## src/rtl/uart_frame_monitor.sv

```systemverilog
// Oversampled UART receiver with configurable frame format (5..9 data bits,
// none/odd/even parity, 1 or 2 stop bits), false-start, parity, framing and
// line-break detection, and a first-word-fall-through output FIFO.
module uart_frame_monitor #(
  parameter int unsigned CLK_FREQ_MHZ = 27,
  parameter int unsigned BAUD_RATE    = 115200,
  parameter int unsigned OVERSAMPLE   = 16,
  parameter int unsigned DATA_BITS    = 8,
  parameter int unsigned PARITY       = 0,
  parameter int unsigned STOP_BITS    = 1,
  parameter int unsigned FIFO_DEPTH   = 8
) (
  input  logic                             clk,
  input  logic                             reset,
  input  logic                             uart_rx,
  output logic                             out_valid,
  input  logic                             out_ready,
  output logic [DATA_BITS-1:0]             out_data,
  output logic                             out_parity_err,
  output logic                             out_frame_err,
  output logic                             out_break,
  output logic [$clog2(FIFO_DEPTH+1)-1:0]  fifo_count,
  output logic                             overflow,
  input  logic                             clear_overflow
);

  localparam int unsigned DIV_RAW   = (CLK_FREQ_MHZ * 32'd1000000) / (BAUD_RATE * OVERSAMPLE);
  localparam int unsigned TICK_DIV  = (DIV_RAW > 0) ? DIV_RAW : 1;
  localparam int unsigned DIV_W     = (TICK_DIV > 1) ? $clog2(TICK_DIV) : 1;
  // The start edge reaches the FSM about three clocks after it hit the pin
  // (two synchronizer stages plus edge detect); pre-loading the divider by
  // that amount keeps the mid-bit samples centred on the real line timing.
  localparam int unsigned SYNC_COMP = (TICK_DIV > 3) ? 3 : TICK_DIV - 1;
  localparam int unsigned TICK_W    = $clog2(OVERSAMPLE);
  localparam int unsigned HALF      = OVERSAMPLE / 2;
  localparam int unsigned BCNT_W    = $clog2(DATA_BITS + 1);
  localparam int unsigned PTR_W     = $clog2(FIFO_DEPTH);
  localparam int unsigned CNT_W     = $clog2(FIFO_DEPTH + 1);
  localparam int unsigned ENT_W     = DATA_BITS + 3;

  typedef enum logic [2:0] {
    ST_IDLE,
    ST_START,
    ST_DATA,
    ST_PARITY,
    ST_STOP,
    ST_BREAK_WAIT
  } state_e;

  // Synchronizer and edge detect
  logic rx_meta_q;
  logic rx_s_q;
  logic rx_prev_q;

  // Baud tick generation
  logic [DIV_W-1:0]  div_q;
  logic              tick_c;
  logic              start_c;

  // Frame decoder
  state_e               state_q;
  logic [TICK_W-1:0]    tick_cnt_q;
  logic [BCNT_W-1:0]    bit_cnt_q;
  logic [DATA_BITS-1:0] shift_q;
  logic                 par_bit_q;
  logic                 par_err_q;
  logic                 frame_err_q;
  logic                 tick_last_c;
  logic                 sample_c;
  logic                 par_xor_c;
  logic                 push_q;
  logic [ENT_W-1:0]     push_entry_q;

  // Output FIFO
  logic [ENT_W-1:0] mem_q [FIFO_DEPTH];
  logic [PTR_W-1:0] wr_ptr_q;
  logic [PTR_W-1:0] rd_ptr_q;
  logic [CNT_W-1:0] count_q;
  logic             overflow_q;
  logic             full_c;
  logic             pop_c;
  logic             wr_en_c;
  logic [ENT_W-1:0] head_c;

  // Two-stage synchronizer plus one delayed copy for falling-edge detection
  always_ff @(posedge clk) begin
    if (reset) begin
      rx_meta_q <= 1'b1;
      rx_s_q    <= 1'b1;
      rx_prev_q <= 1'b1;
    end else begin
      rx_meta_q <= uart_rx;
      rx_s_q    <= rx_meta_q;
      rx_prev_q <= rx_s_q;
    end
  end

  assign start_c = (state_q == ST_IDLE) && rx_prev_q && !rx_s_q;
  assign tick_c  = (div_q == DIV_W'(TICK_DIV - 1));

  // Oversample tick divider; restarted on every accepted start edge
  always_ff @(posedge clk) begin
    if (reset) begin
      div_q <= '0;
    end else if (start_c) begin
      div_q <= DIV_W'(SYNC_COMP);
    end else if (tick_c) begin
      div_q <= '0;
    end else begin
      div_q <= div_q + 1'b1;
    end
  end

  // Start bit is checked half a bit in; every later bit one full bit apart
  assign tick_last_c = (state_q == ST_START) ? (tick_cnt_q == TICK_W'(HALF - 1))
                                             : (tick_cnt_q == TICK_W'(OVERSAMPLE - 1));
  assign sample_c    = tick_c && tick_last_c;
  assign par_xor_c   = (^shift_q) ^ rx_s_q;

  // Frame decoder FSM: start validation, data/parity/stop sampling, break
  always_ff @(posedge clk) begin
    if (reset) begin
      state_q      <= ST_IDLE;
      tick_cnt_q   <= '0;
      bit_cnt_q    <= '0;
      shift_q      <= '0;
      par_bit_q    <= 1'b0;
      par_err_q    <= 1'b0;
      frame_err_q  <= 1'b0;
      push_q       <= 1'b0;
      push_entry_q <= '0;
    end else begin
      push_q <= 1'b0;

      if (state_q != ST_IDLE && state_q != ST_BREAK_WAIT && tick_c) begin
        tick_cnt_q <= tick_last_c ? '0 : tick_cnt_q + 1'b1;
      end

      case (state_q)
        ST_IDLE: begin
          if (start_c) begin
            state_q     <= ST_START;
            tick_cnt_q  <= '0;
            bit_cnt_q   <= '0;
            par_bit_q   <= 1'b0;
            par_err_q   <= 1'b0;
            frame_err_q <= 1'b0;
          end
        end

        ST_START: begin
          if (sample_c) begin
            state_q <= rx_s_q ? ST_IDLE : ST_DATA;
          end
        end

        ST_DATA: begin
          if (sample_c) begin
            shift_q <= {rx_s_q, shift_q[DATA_BITS-1:1]};
            if (bit_cnt_q == BCNT_W'(DATA_BITS - 1)) begin
              bit_cnt_q <= '0;
              state_q   <= (PARITY != 0) ? ST_PARITY : ST_STOP;
            end else begin
              bit_cnt_q <= bit_cnt_q + 1'b1;
            end
          end
        end

        ST_PARITY: begin
          if (sample_c) begin
            par_bit_q <= rx_s_q;
            par_err_q <= (PARITY == 1) ? !par_xor_c : par_xor_c;
            state_q   <= ST_STOP;
          end
        end

        ST_STOP: begin
          if (sample_c) begin
            if (bit_cnt_q == '0 && shift_q == '0 && !par_bit_q && !rx_s_q) begin
              // Whole frame low through the first stop bit: report one break
              push_q       <= 1'b1;
              push_entry_q <= {1'b1, 1'b1, par_err_q, DATA_BITS'(0)};
              bit_cnt_q    <= '0;
              state_q      <= ST_BREAK_WAIT;
            end else if (bit_cnt_q == BCNT_W'(STOP_BITS - 1)) begin
              push_q       <= 1'b1;
              push_entry_q <= {1'b0, frame_err_q | !rx_s_q, par_err_q, shift_q};
              bit_cnt_q    <= '0;
              state_q      <= ST_IDLE;
            end else begin
              frame_err_q <= frame_err_q | !rx_s_q;
              bit_cnt_q   <= bit_cnt_q + 1'b1;
            end
          end
        end

        ST_BREAK_WAIT: begin
          if (rx_s_q) begin
            state_q <= ST_IDLE;
          end
        end

        default: begin
          state_q <= ST_IDLE;
        end
      endcase
    end
  end

  assign full_c  = (count_q == CNT_W'(FIFO_DEPTH));
  assign pop_c   = out_valid && out_ready;
  assign wr_en_c = push_q && (!full_c || pop_c);

  // FIFO storage; contents need no reset since the head is masked when empty
  always_ff @(posedge clk) begin
    if (wr_en_c) begin
      mem_q[wr_ptr_q] <= push_entry_q;
    end
  end

  // FIFO pointers, occupancy and sticky overflow flag
  always_ff @(posedge clk) begin
    if (reset) begin
      wr_ptr_q   <= '0;
      rd_ptr_q   <= '0;
      count_q    <= '0;
      overflow_q <= 1'b0;
    end else begin
      if (wr_en_c) begin
        wr_ptr_q <= wr_ptr_q + 1'b1;
      end
      if (pop_c) begin
        rd_ptr_q <= rd_ptr_q + 1'b1;
      end
      if (wr_en_c && !pop_c) begin
        count_q <= count_q + 1'b1;
      end else if (!wr_en_c && pop_c) begin
        count_q <= count_q - 1'b1;
      end
      if (push_q && full_c && !pop_c) begin
        overflow_q <= 1'b1;
      end else if (clear_overflow) begin
        overflow_q <= 1'b0;
      end
    end
  end

  assign head_c         = mem_q[rd_ptr_q];
  assign out_valid      = (count_q != '0);
  assign out_data       = out_valid ? head_c[DATA_BITS-1:0] : '0;
  assign out_parity_err = out_valid && head_c[ENT_W-3];
  assign out_frame_err  = out_valid && head_c[ENT_W-2];
  assign out_break      = out_valid && head_c[ENT_W-1];
  assign fifo_count     = count_q;
  assign overflow       = overflow_q;

endmodule

```

## config.mk

```make
export PLATFORM = sky130hd
export DESIGN_NAME = uart_frame_monitor
export DESIGN_NICKNAME = d
export VERILOG_FILES = /design/src/rtl/uart_frame_monitor.sv
export SDC_FILE = /design/constraint.sdc
export NUM_CORES = 1
export LEC_CHECK = 0
export CORE_MARGIN = 1
export CORE_UTILIZATION = 60
export CTS_CLUSTER_SIZE = 24
export DETAILED_ROUTE_END_ITERATION = 10
export PLACE_DENSITY = 0.77
export SYNTH_ARGS = -nofsm -noshare
export SYNTH_HDL_FRONTEND = slang
export SYNTH_SLANG_ARGS = --single-unit
```

## constraint.sdc

```tcl
create_clock -name clk -period 2.8 [get_ports clk]
set_clock_uncertainty 0.15 [all_clocks]
set_input_delay 0.56 -clock clk [delete_from_list [all_inputs] [get_ports clk]]
set_output_delay 0.56 -clock clk [all_outputs]
set_load 0.01 [all_outputs]
```

== Word-level counts from Yosys, hierarchy flattened ==
Memories as Yosys holds them, arrays and structs flattened. A register that Yosys moved wholly into a read port is not among the register bits.
Index checks and enable logic that the tools add are counted.
Widths: inputs -> output; s select.
Operators by class
  $add $sub $neg: 7
  multipliers: 0
  div/mod/pow operators: 0
  $lt $le $gt $ge: 0
  equal/unequal tests: 21
  shift operators: 0
  mux-type cells: 47
  bitwise logic cells: 4
  reductions and logical operators: 43
Operators with widths (count)
  $mux 4: 12
  $mux 3: 11
  $mux 11: 2
  $ne 2x2->1 const B: 9
  $pmux 3 s6: 1
  $logic_and 1x1->1: 17
  $add 4x1->4 const B: 4
  $mux 1: 13
  $eq 4x4->1 const B: 3
  $pmux 4 s3: 1
  $reduce_bool 2->1: 5
  $eq 4x3->1 const B: 2
  $logic_not 8->1: 1
  $mux 8: 1
  $reduce_and 8->1: 1
  $reduce_xor 8->1: 1
  $add 3x1->3 const B: 2
  $eq 3x2->1 const B: 2
  $eq 3x3->1 const B: 2
  $mux 2: 3
  $ne 3x3->1 const B: 2
  $pmux 1 s2: 3
  $reduce_and 3->1: 2
  $reduce_bool 3->1: 2
  other kinds (14): 20
Storage, ports and cells
  flip-flop bits (word level): 52
  latch bits: 0
  bits in writable memories: 88
  ROM bits: 0
  input bits: 5
  output and inout port bits: 17
  word-level logic and storage cells: 141
  memories: 1
Memories
  mem_q: words 8, bits a word 11, read ports 1, clocked after Yosys merged registers in 1, wr ports 1, line 75  | logic [ENT_W-1:0] mem_q [FIFO_DEPTH];

== Longest topological paths before layout ==
Gate-level depths: netlist of the first run.
  word-level depth: 8
  depth in mapped cells: 11
  depth with buffers taken out: 11

== Least setup slack after synthesis of the first run ==
OpenSTA, ideal clock, no wires.
  kind: reg-to-reg
  start point: register count_q[0] (netlist: fifo_count[0])
  end point: register count_q[3] (netlist: fifo_count[3])
  library setup time: 0.070 ns
  arrival: 2.436 ns
  required time: 2.580 ns
  setup slack: 0.144 ns
  stages on the path, launching flop included: 12
  path buffers: 0
  clock period less this slack: 2.656 ns
  path through: dfxtp_1 > nor4_1 > inv_1 > nand2_1 > ha_1 > inv_1 > ha_1 > a21o_1 > a21oi_1 > xnor2_1 > or3_1 > a21oi_1
On the way
  word-level cells in the longest chain between the ends: 7
  elaborated cells between the ends (all ways): 15
  classes of those cells: add/sub: 2; eq/ne: 1; mux: 2; reduce/logical: 10
Ends and longest elaborated chain
  start, declared: line 78  | logic [CNT_W-1:0] count_q;
  start signal, assigned: line 236  | count_q <= count_q + 1'b1;
  start signal, assigned: line 238  | count_q <= count_q - 1'b1;
  $reduce_bool 4->1 *: line 249  | assign out_valid = (count_q != '0);
  named net out_valid: line 16  | output logic out_valid,
  $logic_and 1x1->1 *: line 211  | assign pop_c = out_valid && out_ready;
  $logic_or 1x1->1: line 212  | assign wr_en_c = push_q && (!full_c || pop_c);
  $logic_and 1x1->1: line 212
  $logic_not 1->1: line 237  | end else if (!wr_en_c && pop_c) begin
  $logic_and 1x1->1: line 237
  $reduce_bool 2->1 (no source line)
Mark *: on every way through the listed nets, which the timed path passes. The rest lies on a longest branch. The select of a mux whose other input is x is not followed.
A chain may end at the register's enable or synchronous reset.

==> impl_metrics.csv, run 1 <==
group,metric,value,unit
synth,synth_top_family_by_area,"multiplexers",
synth,yosysTopAreaCell,"edfxtp_1",
placed_design,place_ws,-0.181,ns
timing,setup-violations-final,0,
routing,vias,3607,
placed_design,portBuffers,21,
timing,maxSlewHeadroom,61.9,%
cells_and_area,final_cell_mix,"edfxtp_1, nor2_1, dfxtp_1, mux2i_1, mux4_2",
clock_tree,cts_tree,"done",
synth,ys.warnings.count,0,
synth,syn_inst,429,
synth,synth-seq-area-share,63.3,%
power_and_ir_drop,combPwrFrac,18.7,%
synth,synthMuxAreaShare,12.8,%
floorplanning,die_w,101,µm
floorplanning,die_h,101,µm
cells_and_area,fillers,595,
clock_tree,hold_buffers,0,
run_status,outcome,"completed",
setup_path,ff2ff_path_depth,11,
global_routing,grt_pass1_vias,3662,
clock_tree,h-tree-depth,4,
cells_and_area,n_antenna_cell,0,
power_and_ir_drop,peakVddDrop,0.597,mV
timing,hold_viol,0,
cells_and_area,drive_gt1_share,20.4,%
routing,wl,11600,µm
power_and_ir_drop,switchingPower,1.49,mW
cells_and_area,utilization,74.0,%
synth,synthXorXnorAreaFrac,2.07,%
routing,wl_per_cell,18.8,µm
setup_path,worstPathMaxFanout,6,
power_and_ir_drop,pwr-share-clk,38.6,%
synth,synth_edf_count,88,
clock_tree,clock_latency,0.51,ns
power_and_ir_drop,p_sw_share,27.2,%
synth,async_flop_share,0,%
power_and_ir_drop,power_density,789,nW/µm²
setup_path,critPathLaunchType,"flip-flop",
global_routing,grt_first_pass_wirelength,18900,µm
synth,yosysUniqueCellTypes,56,
timing,period_share,96.8,%
min_path,min_path_cells,1,
routing,drc_errors,0,
min_path,min_from,"rx_meta_q",
setup_path,reg2reg_slack,0.22,ns
floorplanning,die_area,10300,µm²
timing,layout_min_cycle_time,2.71,ns
synth,synth-compound-area-share,5.88,%
setup_path,crit_type,"reg -> out",
power_and_ir_drop,p_int,4.00,mW
timing,maxSlewViolCount,0,
clock_tree,path_clk_slew,0.06,ns
timing,setup_slack,0.0899,ns
min_path,worstHoldEndpoint,"rx_s_q",
setup_path,reg2reg_to,"fifo_count[3]",
timing,fmax,369,MHz
synth,syn_nets,447,
synth,synth_top_cell_area_share,44.7,%
synth,avgSynthCellArea,13.8,µm²
routing,viasPerCell,5.84,
floorplanning,num_io_pins,22,
floorplanning,initial_core_util,62.9,%
setup_path,r2r_start,"fifo_count[3]",
placed_design,dpl.hpwl,6710,µm
synth,syn_area,5920,µm²
timing,rsz0062_at_grt,"false",
power_and_ir_drop,leakage,2.52,nW
cells_and_area,final_nets,494,
setup_path,cp.required,2.09,ns
global_routing,antenna_found_initial,0,
min_path,hp-class,"reg -> reg",
synth,synth_fa_ha_area_share,2.88,%
timing,worst_pin_slew,0.570,ns
cells_and_area,final-instance-count-excl-fill,618,
global_routing,grt_max_degree,28,
clock_tree,cts.sinks,143,
power_and_ir_drop,pwr-share-seq,42.7,%
routing,ant_nets,0,
synth,synth-simple-area-share,10.5,%
synth,synth_ff_type,"edfxtp_1",
clock_tree,clock_path_buffers,2,
placed_design,gp_congestion,0.838,
cells_and_area,syn2layout_area_growth,17.8,%
placed_design,post-place-cells,584,
job,drv_cap,0,
setup_path,endpoint_kind,"output port",
floorplanning,rows,35,
routing,drt_pass1_iterations,4,
clock_tree,numCtsBuffers,17,
power_and_ir_drop,power,5.50,mW
global_routing,grt_usage,25.4,%
clock_tree,clock-root-buffer,"clkbuf_8",
timing,setup_tns,0,ns
cells_and_area,mostFrequentLayoutCell,"edfxtp_1",
synth,ys_ff_latch,143,
synth,synth_area_leaders,"edfxtp_1, dfxtp_1, mux4_2",
routing,drt_iter0_drc,252,
floorplanning,core,9420,µm²
global_routing,overflow,0,
setup_path,cp.arrival,2.00,ns
routing by layer:
layer	wire (µm)	GRT usage (%)	part of all wire, %	vias up
met4	106	8.81	0.91	0
met3	665	5.87	5.7	10
met1	4630	30.9	40	1788
li1	-	-	-	1699
met5	0	0	0	-
met2	6200	44.8	53	110
synthesized netlist by cell type (3+ instances only):
master,n
nor3_1,6
nand2_1,17
nor2b_1,3
a2bb2oi_1,3
buf_2,5
mux2i_1,24
nand3_1,6
a22oi_1,9
xnor2_1,7
edfxtp_1,88
a21oi_1,14
nor2_1,58
xor2_1,7
dfxtp_1,55
o21ai_0,7
mux4_2,22
nor3b_1,3
inv_1,21
nand2b_1,6
clkbuf_1,9
nand4_1,5
ha_1,12
final cells by class:
type                    instances  area, µm²  share of cell area, %
flip-flops and latches        143       3750                   53.8
multi-input cells             249       2040                   29.3
clock buffers                  18        418                   6.00
repair buffers                 44        378                   5.42
well taps                     129        161                   2.32
clock inverters                14        145                   2.08
inverters                      21       78.8                   1.13
cell families (layout without fill, tap and decap cells):
logic type | after synthesis | in the layout
compound gates | 50 | 50
buf+inv | 37 | 97
xor+xnor | 14 | 14
simple gates | 124 | 124
flops | 143 | 143
fa+ha+maj | 13 | 13
mux | 48 | 48
sequential cells by signal, summed over array words and instances, names as in the netlist, named ones only:
register,count
rx_meta_q,1
par_err_q,1
state_q,3
push_q,1
par_bit_q,1
push_entry_q,11
rx_prev_q,1
frame_err_q,1
tick_cnt_q,4
rx_s_q,1
shift_q,8
mem_q,88
fifo_count,4
wr_ptr_q,3
bit_cnt_q,4
rd_ptr_q,3
div_q,4
overflow,1
worst max path at each step:
| stage | depth (start not counted) | from | slack (ns) | endpoint |
|---|---|---|---|---|
| after floorplan | 11 | fifo_count[0] | 0.14 | fifo_count[3] |
| after global placement | 11 | out_ready | -0.08 | fifo_count[3] |
| after detailed placement | 11 | out_ready | -0.18 | fifo_count[3] |
| after CTS | 5 | flip-flop | 0.01 | out_parity_err |
| after global routing | 11 | fifo_count[3] | 0.005 | fifo_count[3] |
| final | 5 | flip-flop | 0.09 | out_parity_err |
worst max-delay path: stages, from the launching register on:
cell and delay [ns]:
dfxtp_4 0.41, buf_12 0.14, mux4_2 0.54, mux2i_2 0.21, nor2_1 0.07, clkbuf_2 0.13
through the flow:
stage | area, µm² | hold WS, ns
after floorplan | 5920 | 0.239
after global placement | 6400 | 0.251
after detailed placement | 6400 | 0.260
after CTS | 7030 | 0.276
after global routing | 6970 | 0.290
final | 6970 | 0.269
power by group through the flow:
stage | Sequential [mW] | Combinational (mW) | Clock [mW]
after floorplan | 2.36 | 0.657 | 0
after global placement | 2.37 | 1.03 | 0
after detailed placement | 2.37 | 1.06 | 0
after CTS | 2.34 | 1.10 | 2.14
after global routing | 2.36 | 1.13 | 2.23
final | 2.35 | 1.03 | 2.12
repair_timing:
action	CTS	global route
endpoints found under the setup margin	11	11
setup buffers	2	0
gates resized for setup	42	5
gates cloned	2	0
pin swaps	0	1
Note: power is estimated with default switching activity, not from simulation.
==> run 2: changes to the inputs <==
--- a/config.mk
+++ b/config.mk
@@ -7,9 +7,11 @@
 export LEC_CHECK = 0
 export CORE_MARGIN = 1
 export CORE_UTILIZATION = 60
+export CTS_CLUSTER_DIAMETER = 100
 export CTS_CLUSTER_SIZE = 24
 export DETAILED_ROUTE_END_ITERATION = 10
 export PLACE_DENSITY = 0.77
+export SKIP_CTS_REPAIR_TIMING = 1
 export SYNTH_ARGS = -nofsm -noshare
 export SYNTH_HDL_FRONTEND = slang
 export SYNTH_SLANG_ARGS = --single-unit
==> impl_metrics.csv, run 2 (synthesized netlist as in run 1, its figures left out) <==
group,metric,value,unit
min_path,min_path_cells,1,
cells_and_area,syn2layout_area_growth,19.2,%
setup_path,ff2ff_path_depth,11,
timing,fmax,360,MHz
cells_and_area,largest-register,"mem_q",
power_and_ir_drop,p_int,4.07,mW
cells_and_area,largest_reg_flops,88,
floorplanning,initial_core_util,62.9,%
cells_and_area,multi_input_area,2040,µm²
power_and_ir_drop,peakVddDrop,0.593,mV
setup_path,r2r_start,"fifo_count[3]",
power_and_ir_drop,p_sw_share,26.8,%
power_and_ir_drop,power_density,787,nW/µm²
power_and_ir_drop,leakage,2.63,nW
power_and_ir_drop,power,5.55,mW
placed_design,dpl.hpwl,6710,µm
clock_tree,numCtsBuffers,17,
floorplanning,num_io_pins,22,
setup_path,reg2reg_slack,0.20,ns
routing,ant_nets,0,
timing,holdWs,0.269,ns
power_and_ir_drop,pwr-share-clk,38.0,%
timing,period_share,99.1,%
clock_tree,clock-root-buffer,"clkbuf_8",
routing,drt_iter0_drc,305,
timing,maxSlewHeadroom,61.5,%
setup_path,cp.required,2.09,ns
cells_and_area,register_area,3750,µm²
floorplanning,die_h,101,µm
routing,drc_errors,0,
placed_design,portBuffers,21,
clock_tree,path_clk_slew,0.06,ns
job,drv_cap,0,
timing,setup-violations-final,0,
min_path,hp-class,"reg -> reg",
clock_tree,h-tree-depth,4,
clock_tree,cts.sinks,143,
global_routing,grt_first_pass_wirelength,17900,µm
routing,vias,3599,
timing,hold_viol,0,
setup_path,critPathLaunchType,"flip-flop",
global_routing,grt_pass1_vias,3610,
global_routing,grt_usage,23.6,%
global_routing,grt_max_degree,28,
setup_path,worstPathMaxFanout,9,
timing,rsz0062_at_grt,"true",
cells_and_area,n_antenna_cell,0,
floorplanning,core,9420,µm²
cells_and_area,drive_gt1_share,20.0,%
cells_and_area,final_nets,500,
routing,wl,11100,µm
min_path,min_from,"rx_meta_q",
floorplanning,die_area,10300,µm²
setup_path,crit_type,"reg -> out",
routing,wl_per_cell,17.8,µm
setup_path,endpoint_kind,"output port",
cells_and_area,utilization,74.9,%
timing,worst_pin_slew,0.576,ns
cells_and_area,final_cell_mix,"edfxtp_1, nor2_1, dfxtp_1, buf_4, mux2i_1",
clock_tree,clock_latency,0.50,ns
cells_and_area,stdcell_area,7060,µm²
global_routing,antenna_found_initial,0,
clock_tree,clock_path_buffers,2,
routing,viasPerCell,5.77,
cells_and_area,fillers,596,
floorplanning,rows,35,
clock_tree,cts_tree,"done",
timing,layout_min_cycle_time,2.77,ns
global_routing,overflow,0,
cells_and_area,largest_registers,"mem_q: 88 flops, push_entry_q: 11 flops, shift_q: 8 flops",
cells_and_area,mostFrequentLayoutCell,"edfxtp_1",
setup_path,cp.arrival,2.06,ns
timing,maxSlewViolCount,0,
power_and_ir_drop,switchingPower,1.49,mW
power_and_ir_drop,pwr-share-seq,42.2,%
timing,setup_tns,0,ns
min_path,worstHoldEndpoint,"rx_s_q",
floorplanning,die_w,101,µm
placed_design,gp_congestion,0.838,
setup_path,reg2reg_to,"fifo_count[3]",
routing,drt_pass1_iterations,4,
run_status,outcome,"completed",
placed_design,placedInstanceArea,6400,µm²
power_and_ir_drop,combPwrFrac,19.8,%
## run 2: changes by cell type in the layout (fill, tap and decap cells not counted)
cell and change:
mux2i_2 -1, buf_4 +6, buf_2 -8, buf_8 +1
dlymetal6s2s_1 +6, mux2i_1 +1, clkbuf_2 +2, buf_12 -2
clkbuf_16 +1
## run 2: final cells by class
| cell class | instances | share of cell area (%) |
|---|---|---|
| Inverter | 21 | 1.12 |
| Tap cell | 129 | 2.29 |
| Clock buffer | 18 | 5.92 |
| Sequential cell | 143 | 53.1 |
| Multi-Input combinational cell | 249 | 28.9 |
| Clock inverter | 14 | 2.06 |
| Timing Repair Buffer | 50 | 6.63 |
## run 2: per-layer routing
| metal | vias up | global-route usage, % | part of all wire, % |
|---|---|---|---|
| met1 | 1778 | 29.1 | 42 |
| met3 | 14 | 4.55 | 4.9 |
| met2 | 97 | 41.2 | 52 |
| met5 | - | 0 | 0 |
| li1 | 1710 | - | - |
| met4 | 0 | 9.81 | 1.5 |
## run 2: power by group through the flow
| stage | Clock (mW) | Combinational (mW) | Sequential [mW] |
|---|---|---|---|
| global placement | 0 | 1.03 | 2.37 |
| finish | 2.11 | 1.10 | 2.34 |
| floorplan | 0 | 0.657 | 2.36 |
| CTS | 2.14 | 1.06 | 2.33 |
| detailed placement | 0 | 1.06 | 2.37 |
| global route | 2.23 | 1.19 | 2.35 |
## run 2: metrics by stage
stage	worst slack, ns	std cells
finish	0.0258	624
global route	-0.0542	624
CTS	-0.321	616
detailed placement	-0.181	584
global placement	-0.0827	584
floorplan	0.144	429
## run 2: critical path: stages (launching register included)
cell,delay (ns)
dfxtp_4,0.38
buf_12,0.15
buf_4,0.12
mux4_2,0.51
mux2i_1,0.20
nor2_1,0.07
clkbuf_2,0.13
## run 2: how the worst max path moves through the flow
stage | cells past startpoint | endpoint | slack (ns)
final | 6 | out_parity_err | 0.03
after global routing | 6 | out_parity_err | -0.05
after CTS | 5 | out_parity_err | -0.32
after detailed placement | 11 | fifo_count[3] | -0.18
after global placement | 11 | fifo_count[3] | -0.08
after floorplan | 11 | fifo_count[3] | 0.14
